$ cat src/rtl/sonar_sweep_sequencer.sv
// Sonar sweep control FSM: position servo, settle, measure, transmit, advance angle.
// Define SONAR_SWEEP_PINGPONG_EN for a back-and-forth sweep; default wraps NPOS-1 -> 0.
module sonar_sweep_sequencer #(
   parameter int unsigned NPOS           = 8,
   parameter int unsigned POS_W          = 3,
   parameter int unsigned SETTLE_CYCLES  = 1000,
   parameter int unsigned TIMEOUT_CYCLES = 1500000,
   parameter int unsigned CNT_W          = 21
) (
   input  logic             clock,
   input  logic             reset,
   input  logic             ligar,
   input  logic             tick,
   input  logic             med_pronto,
   input  logic             tx_pronto,
   output logic             medir,
   output logic             transmitir,
   output logic             erro_medida,
   output logic [POS_W-1:0] sel_posicao,
   output logic             fim_posicao,
   output logic             ocupado,
   output logic [3:0]       db_estado
);

   typedef enum logic [3:0] {
      INICIAL     = 4'h0,
      ESPERA_TICK = 4'h1,
      POSICIONA   = 4'h2,
      DISPARA     = 4'h3,
      ESPERA_MED  = 4'h4,
      TRANSMITE   = 4'h5,
      ESPERA_TX   = 4'h6,
      PROXIMA     = 4'h7,
      FIM         = 4'hF
   } state_e;

   localparam logic [POS_W-1:0] POS_LAST     = POS_W'(NPOS - 1);
   localparam logic [CNT_W-1:0] SETTLE_LAST  = CNT_W'(SETTLE_CYCLES - 1);
   // Timeout is measured from the medir cycle, so ESPERA_MED itself lasts TIMEOUT_CYCLES-1 cycles.
   localparam logic [CNT_W-1:0] TIMEOUT_LAST = CNT_W'(TIMEOUT_CYCLES - 2);

   state_e             state_q, state_d;
   logic [CNT_W-1:0]   cnt_q, cnt_d;
   logic [POS_W-1:0]   pos_q, pos_d;
   logic               erro_q, erro_d;
   logic               pend_q, pend_d;
   logic               medir_q, transmitir_q, fim_q, ocupado_q;
   logic               busy_c;
`ifdef SONAR_SWEEP_PINGPONG_EN
   logic               dir_up_q, dir_up_d;
`endif

   assign busy_c = !(state_q inside {INICIAL, ESPERA_TICK});

   // Next-state, counter, position and flag logic.
   always_comb begin
      state_d  = state_q;
      cnt_d    = cnt_q;
      pos_d    = pos_q;
      erro_d   = erro_q;
      pend_d   = pend_q;
`ifdef SONAR_SWEEP_PINGPONG_EN
      dir_up_d = dir_up_q;
`endif
      if (tick && busy_c) pend_d = 1'b1;

      case (state_q)
         INICIAL: begin
            if (ligar) begin
               pos_d    = '0;
`ifdef SONAR_SWEEP_PINGPONG_EN
               dir_up_d = 1'b1;
`endif
               state_d  = ESPERA_TICK;
            end
         end
         ESPERA_TICK: begin
            if (!ligar) begin
               state_d = INICIAL;
            end else if (tick || pend_q) begin
               pend_d  = 1'b0;
               cnt_d   = '0;
               state_d = POSICIONA;
            end
         end
         POSICIONA: begin
            if (cnt_q == SETTLE_LAST) state_d = DISPARA;
            else                      cnt_d   = cnt_q + CNT_W'(1);
         end
         DISPARA: begin
            cnt_d   = '0;
            state_d = ESPERA_MED;
         end
         ESPERA_MED: begin
            if (med_pronto) begin
               erro_d  = 1'b0;
               state_d = TRANSMITE;
            end else if (cnt_q == TIMEOUT_LAST) begin
               erro_d  = 1'b1;
               state_d = TRANSMITE;
            end else begin
               cnt_d   = cnt_q + CNT_W'(1);
            end
         end
         TRANSMITE: state_d = ESPERA_TX;
         ESPERA_TX: begin
            if (tx_pronto) begin
               erro_d  = 1'b0;
               state_d = PROXIMA;
            end
         end
         PROXIMA: begin
`ifdef SONAR_SWEEP_PINGPONG_EN
            if (dir_up_q) begin
               if (pos_q == POS_LAST) begin
                  dir_up_d = 1'b0;
                  pos_d    = pos_q - POS_W'(1);
               end else begin
                  pos_d    = pos_q + POS_W'(1);
               end
            end else begin
               if (pos_q == '0) begin
                  dir_up_d = 1'b1;
                  pos_d    = pos_q + POS_W'(1);
               end else begin
                  pos_d    = pos_q - POS_W'(1);
               end
            end
`else
            pos_d = (pos_q == POS_LAST) ? '0 : pos_q + POS_W'(1);
`endif
            state_d = ligar ? ESPERA_TICK : FIM;
         end
         FIM: begin
            pend_d  = 1'b0;
            state_d = INICIAL;
         end
         default: state_d = INICIAL;
      endcase
   end

   // State and registered outputs; pulses are decoded from the next state so they align with it.
   always_ff @(posedge clock or posedge reset) begin
      if (reset) begin
         state_q      <= INICIAL;
         cnt_q        <= '0;
         pos_q        <= '0;
         erro_q       <= 1'b0;
         pend_q       <= 1'b0;
         medir_q      <= 1'b0;
         transmitir_q <= 1'b0;
         fim_q        <= 1'b0;
         ocupado_q    <= 1'b0;
`ifdef SONAR_SWEEP_PINGPONG_EN
         dir_up_q     <= 1'b1;
`endif
      end else begin
         state_q      <= state_d;
         cnt_q        <= cnt_d;
         pos_q        <= pos_d;
         erro_q       <= erro_d;
         pend_q       <= pend_d;
         medir_q      <= (state_d == DISPARA);
         transmitir_q <= (state_d == TRANSMITE);
         fim_q        <= (state_d == PROXIMA);
         ocupado_q    <= !(state_d inside {INICIAL, ESPERA_TICK});
`ifdef SONAR_SWEEP_PINGPONG_EN
         dir_up_q     <= dir_up_d;
`endif
      end
   end

   assign medir       = medir_q;
   assign transmitir  = transmitir_q;
   assign erro_medida = erro_q;
   assign sel_posicao = pos_q;
   assign fim_posicao = fim_q;
   assign ocupado     = ocupado_q;
   assign db_estado   = state_q;

endmodule

$ cat config.mk
export PLATFORM = sky130hd
export DESIGN_NAME = sonar_sweep_sequencer
export DESIGN_NICKNAME = d
export VERILOG_FILES = /design/src/rtl/sonar_sweep_sequencer.sv
export SDC_FILE = /design/constraint.sdc
export NUM_CORES = 1
export LEC_CHECK = 0
export ABC_AREA = 1
export BUFFER_PORTS_ARGS = -buffer_cell sky130_fd_sc_hd__buf_2
export CORE_AREA = 10 10 91 93
export CTS_CLUSTER_SIZE = 14
export DETAILED_ROUTE_END_ITERATION = 8
export DIE_AREA = 0 0 101 103
export SETUP_SLACK_MARGIN = 0.1
export SYNTH_ARGS = -nofsm -noshare
export SYNTH_HDL_FRONTEND = slang
export SYNTH_SLANG_ARGS = --single-unit
export TNS_END_PERCENT = 100
$ cat constraint.sdc
create_clock -name clock -period 2 [get_ports clock]
set_clock_uncertainty 0.05 [all_clocks]
set_input_delay 0.1 -clock clock [delete_from_list [all_inputs] [get_ports clock]]
set_output_delay 0.1 -clock clock [all_outputs]
set_load 0.02 [all_outputs]
* Word level (Yosys, flattened, before mapping) *
Index checks and enable logic that the tools add are counted.

operators by class
  add/subtract/negate cells = 2
  equality and inequality tests = 23
  multiplexer cells = 26
  reduce and logical (&&, ||, !) cells = 14

operator list
  cell                                             number
  2-to-1 mux 21 bit                                5
  case mux 21 bit (4 select lines)                 1
  2-to-1 mux 4 bit                                 8
  case mux 4 bit (8 select lines)                  1
  == test 4 x 3 -> 1 bit, second input constant    6
  adder 21 x 1 -> 21 bit, second input constant    1
  == test 21 x 10 -> 1 bit, second input constant  1
  == test 21 bit, second input constant            1
  == test 4 x 2 -> 1 bit, second input constant    3
  inequality test 2 bit, second input constant     6
  == test 4 x 1 -> 1 bit, second input constant    2
  zero test 4 bit                                  2
  nonzero test 2 bit                               4
  2-to-1 mux 1 bit                                 6
  2-to-1 mux 3 bit                                 2
  case mux 3 bit (2 select lines)                  1
  AND reduction 6 bit                              1
  == test 4 bit, second input constant             1
  case mux 1 bit (2 select lines)                  2
  nonzero test 4 bit                               1
  adder 3 x 1 -> 3 bit, second input constant      1
  == test 3 bit, second input constant             1
  inequality test 3 bit, second input constant     1
  AND reduction 3 bit                              1
  other kinds (5)                                  6

storage, ports and cells
  register bits after elaboration = 34
  output and inout bits = 12
  logic and storage cells = 74

* Longest topological paths before layout *
  depth in word-level cells = 8
  gate-level depth with buffers = 11
  depth with buffers taken out = 10

* Worst setup path after synthesis *
OpenSTA, ideal clock, no wires.

  kind = reg-to-reg
  from = register state_q[0], in the netlist db_estado[0]
  to = register cnt_q[18]
  library setup time = 0.127 ns
  arrival = 1.376 ns
  setup slack = 0.447 ns
  cell stages (with the launch flop) = 10
  clock period less this slack = 1.553 ns
  cells stage by stage = dfrtp_1 nor2_1 nand2_2 nand2_1 nand2_1 nor2_2 nand3_2 buf_6 nand2_1 o21ai_0

between the ends
  word-level cells in the longest chain between the ends = 3
  elaborated cells between the ends (all ways) = 12
  those cells by class = 9 x eq/ne; 1 x mux; 2 x reduce/logical

ends and longest elaborated chain
  element                                                  RTL line  text
  start, declared                                          42        state_e state_q, state_d;
  start signal, assigned                                   158       state_q <= state_d;
  == test 4 x 3 -> 1 bit (tied with other cells)           67        case (state_q)
  inequality test 2 bit (no line) (tied with other cells)  n/a
  AND reduction 6 bit (no line)                            n/a
  end signal, assigned                                     159       cnt_q <= cnt_d;
  end, declared                                            43        logic [CNT_W-1:0] cnt_q, cnt_d;

Several ways; a longest one is shown, not always the timed one.
A chain may end at the register's enable or synchronous reset.

* Worst setup path after layout *
  from = register cnt_q[1]
  to = register cnt_q[10]

between the ends
  word-level cells in the longest chain between the ends = 4
  elaborated cells between the ends (all ways) = 10
  those cells by class = 1 x add/sub; 4 x eq/ne; 4 x mux; 1 x reduce/logical

ends and longest elaborated chain
  element                           RTL line  text
  adder 21 x 1 -> 21 bit            88, 102
  2-to-1 mux 21 bit                 98        end else if (cnt_q == TIMEOUT_LAST) begin
  2-to-1 mux 21 bit                 95        if (med_pronto) begin
  case mux 21 bit (4 select lines)  67

Several ways; a longest one is shown, not always the timed one. The select of a mux whose other input is x is not followed.

==> summary.log <==
qor: hold_path.holdPathStages 3
qor: critical_path.arrival 1880 ps
qor: yosys.synth_top_area_cell sky130_fd_sc_hd__dfrtp_1
qor: yosys.dominantRegCellSynth sky130_fd_sc_hd__dfrtp_1
qor: detailed_routing.detailroute.wirelength.met2 2360 um
qor: cells_and_area.finalCoreUtilization 0.384
qor: detailed_routing.routed_wirelength 5110 um
qor: status.status finished, final reports clean
qor: critical_path.timing.rr.start cnt_q[1]
qor: timing.worstMarginPinSlew 601 ps
qor: cts.ctsRootBufferMaster sky130_fd_sc_hd__clkbuf_8
qor: place.place.gp.congestion 0.891
qor: detailed_routing.m1WireLength 2400 um
qor: cts.clk-insertion-delay-late 290 ps
qor: yosys.fraction_of_registers_with_async_set_or_reset_after_synthesis 1.00
qor: cts.clk_transition_reported_paths 70 ps
qor: yosys.synth_cells 316
qor: yosys.xor_and_xnor_fraction_of_the_mapped_netlist_area 0.0357
qor: cts.clk_path_buf_depth 2
qor: timing.timing.max_slew.rel_slack 0.596
qor: detailed_routing.final_antenna_net_count 0
qor: global_route.grt_antenna_before_repair 0
qor: cells_and_area.post_route_cells_drive_above_1_share 0.152
qor: critical_path.regToRegSetupSlack 290 ps
qor: detailed_routing.drt_first_pass_iters 4
qor: place.count_of_input_and_output_buffers 17
qor: cts.cts_made_buffers 5
qor: critical_path.critical_path.cell_chain ha_2, inv_1, nor2_2, nand2_1, o21ai_0, nand3_1, o21ai_2
qor: place.hpwlAfterDp 3910 um
qor: cells_and_area.antenna_cells_inserted 0
qor: yosys.synth.net_count 326
qor: yosys.synthAdderAreaFrac 0.0226
qor: cts.tritoncts built
qor: hold_path.min_delay_worst_type input pin to flip-flop
qor: timing.fmaxAchievable 0.585 GHz
qor: cells_and_area.area_delta_synth_final 14.0%
qor: critical_path.crit_path_end cnt_q[10]
qor: yosys.part_of_the_yosys_area_used_for_sequential_elements 0.385
qor: yosys.synthesis.yosys.warnings 0
qor: critical_path.startpoint cnt_q[1]
qor: power.vdd.ir_drop.worst 0.714 mV
qor: yosys.synth_top_family_by_area simple AND/OR/NAND/NOR gates
qor: critical_path.crit_path_max_incr_delay 430 ps
qor: detailed_routing.viasPerCell 4.78
qor: critical_path.slowest_stage sky130_fd_sc_hd__dfrtp_1
qor: critical_path.worstSetupStartpointType flip-flop
qor: cells_and_area.fin_nets 350
qor: cts.cts_num_sinks 34
qor: global_route.grtUsageTotal 0.108
qor: timing.setup_total_negative_slack 0 ps
qor: power.power.density_cell_area 1040 nW/um^2
qor: die.die_w 101 um
qor: yosys.mappedNetlistArea 2210 sq um
qor: timing.setup_viol 0
qor: critical_path.crit_required 2170 ps
qor: yosys.synth_enable_flop_cells 0
qor: yosys.most_frequently_used_cell_type_in_the_post_synthesis_netlist sky130_fd_sc_hd__nand2_1
qor: yosys.avgSynthCellArea 7.00 sq um
qor: detailed_routing.met3_wirelength 251 um
qor: yosys.cell_types_with_the_highest_counts_after_synthesis sky130_fd_sc_hd__nand2_1, sky130_fd_sc_hd__nor2_1, sky130_fd_sc_hd__dfrtp_1, sky130_fd_sc_hd__inv_1, sky130_fd_sc_hd__nand3_1
qor: die.floorplan.rows 30
qor: detailed_routing.drc 0
qor: critical_path.timing.reg2reg.worst_path_depth 7
qor: detailed_routing.top_layer_used_by_detailed_routing met4
qor: cts.htreeDepth 2
qor: timing.report.final.slew_viol_count 0
qor: die.core_area 6570 sq um
qor: global_route.global_route_wire_length_before_repair 9110 um
qor: timing.rsz0062_at_grt no
qor: critical_path.r2r-end cnt_q[10]
qor: run.maxCapViolCount 0
qor: global_route.first_global_vias 1989
qor: detailed_routing.routed_wire_length_per_instance 12.1 um
qor: critical_path.crit_path_end_kind flip-flop
qor: yosys.yosysTopAreaCellShare 0.385
qor: timing.fin_crit 1710 ps
qor: timing.finalHoldViolations 0
qor: critical_path.crit_path_max_fanout 6
qor: timing.fin_crit_sh 0.854
qor: global_route.globalRoute.totalOverflow 0
qor: die.die-height 103 um
qor: place.place.detailed.instances 411
qor: critical_path.criticalPathCategory flip-flop to flip-flop
qor: die.pin_count 18
qor: cells_and_area.post_layout_nonfiller_instances 421
qor: power.power_leakage 1.17 nW
qor: yosys.synth_area_leaders sky130_fd_sc_hd__dfrtp_1, sky130_fd_sc_hd__nand2_1, sky130_fd_sc_hd__nor2_1
qor: yosys.synth-seq-cells 34
qor: detailed_routing.route.vias.total 2013
qor: yosys.synth_cell_types 28
qor: die.fp.dieArea 10400 sq um
qor: detailed_routing.drtIter0Drc 101
qor: yosys.synth_compound_gate_area_share 0.0781
qor: yosys.muxShareOfSynthArea 0
qor: die.start_util 0.337
qor: cts.cts.repair_timing.setup_buffer_count 0
qor: yosys.synthSimpleGateAreaFrac 0.396
qor: global_route.grt_start_max_net_pins 35
## per-layer routing
metal | up-vias | track usage
met5 | - | 0
li1 | 1042 | -
met3 | 9 | 0.0295
met4 | 0 | 0.0407
met2 | 42 | 0.175
met1 | 920 | 0.133
## layout make-up
| type | count | area, sq um |
|---|---|---|
| Sequential cell | 34 | 852 |
| Timing Repair Buffer | 22 | 140 |
| Clock inverter | 2 | 37.5 |
| Fill cell | 691 | 4050 |
| Multi-Input combinational cell | 242 | 1190 |
| Tap cell | 80 | 100 |
| Inverter | 35 | 131 |
| Clock buffer | 6 | 72.6 |
## where the power goes
part           internal (W)  switching, W  total, W
combinational      0.000341      0.000771   0.00111
clock              0.000372      0.000265  0.000637
sequential         0.000783     0.0000909  0.000874
## metrics by stage
stage | hold slack (ps) | worst slack [ps] | total power [W] | cell area, sq um
final | 5.66 | 292 | 0.00262 | 2520
after global routing | 17.1 | 120 | 0.00285 | 2520
after CTS | 3.74 | 140 | 0.00266 | 2510
after detailed placement | 184 | 151 | 0.00200 | 2380
after global placement | 177 | 177 | 0.00200 | 2380
after floorplan | 116 | 447 | 0.00179 | 2210
## cell usage in the layout, fill, tap and decap left out, drive strengths merged
master	Yosys	layout
nand3b	2	2
xnor2	3	3
nand2	101	101
nand3	31	31
ha	4	4
o21ai	21	21
and2	2	2
inv	35	35
o211ai	1	1
clkinvlp	0	1
nor2	59	59
nand4	5	5
dfrtp	34	34
dlygate4sd3	0	2
or2	1	1
nor4	1	1
o31ai	1	1
o21bai	1	1
xor2	6	6
nor3	2	2
bufinv	0	1
o21a	1	1
clkbuf	0	6
buf	5	20
## logic make-up after synthesis
group,count (synthesis)
compound gates,25
xor+xnor,9
fa+ha+maj,4
buf+inv,40
flops,34
simple gates,204
## registers in the layout (all words and copies together), names as in the netlist
register and cells:
pend_q 1, fim_posicao 1, sel_posicao 3, medir 1, ocupado 1, erro_medida 1
cnt_q 21, db_estado 4, transmitir 1
## critical path, delay by kind of cell (launching register included)
kind | cells | cell delay, ps
buf+inv | 1 | 70
simple gates | 3 | 500
fa+ha+maj | 1 | 280
compound gates | 2 | 320
flops | 1 | 430
## timing repair
item,4_1_cts,5_1_grt
resized for setup,0,4
hold buffers,2,0
endpoints found under the setup margin,0,21
endpoints found under the hold margin,35,0
## worst min-delay path by stage
stage | startpoint | end | slack [ps]
3_3_place_gp | reset | sel_posicao[2] | 180
6_report | tx_pronto | fim_posicao | 6
4_1_cts | tx_pronto | fim_posicao | 4
3_5_place_dp | reset | ocupado | 180
2_1_floorplan | ligar | db_estado[3] | 120
5_1_grt | tx_pronto | fim_posicao | 20
Power figures use the tool's default switching activity.
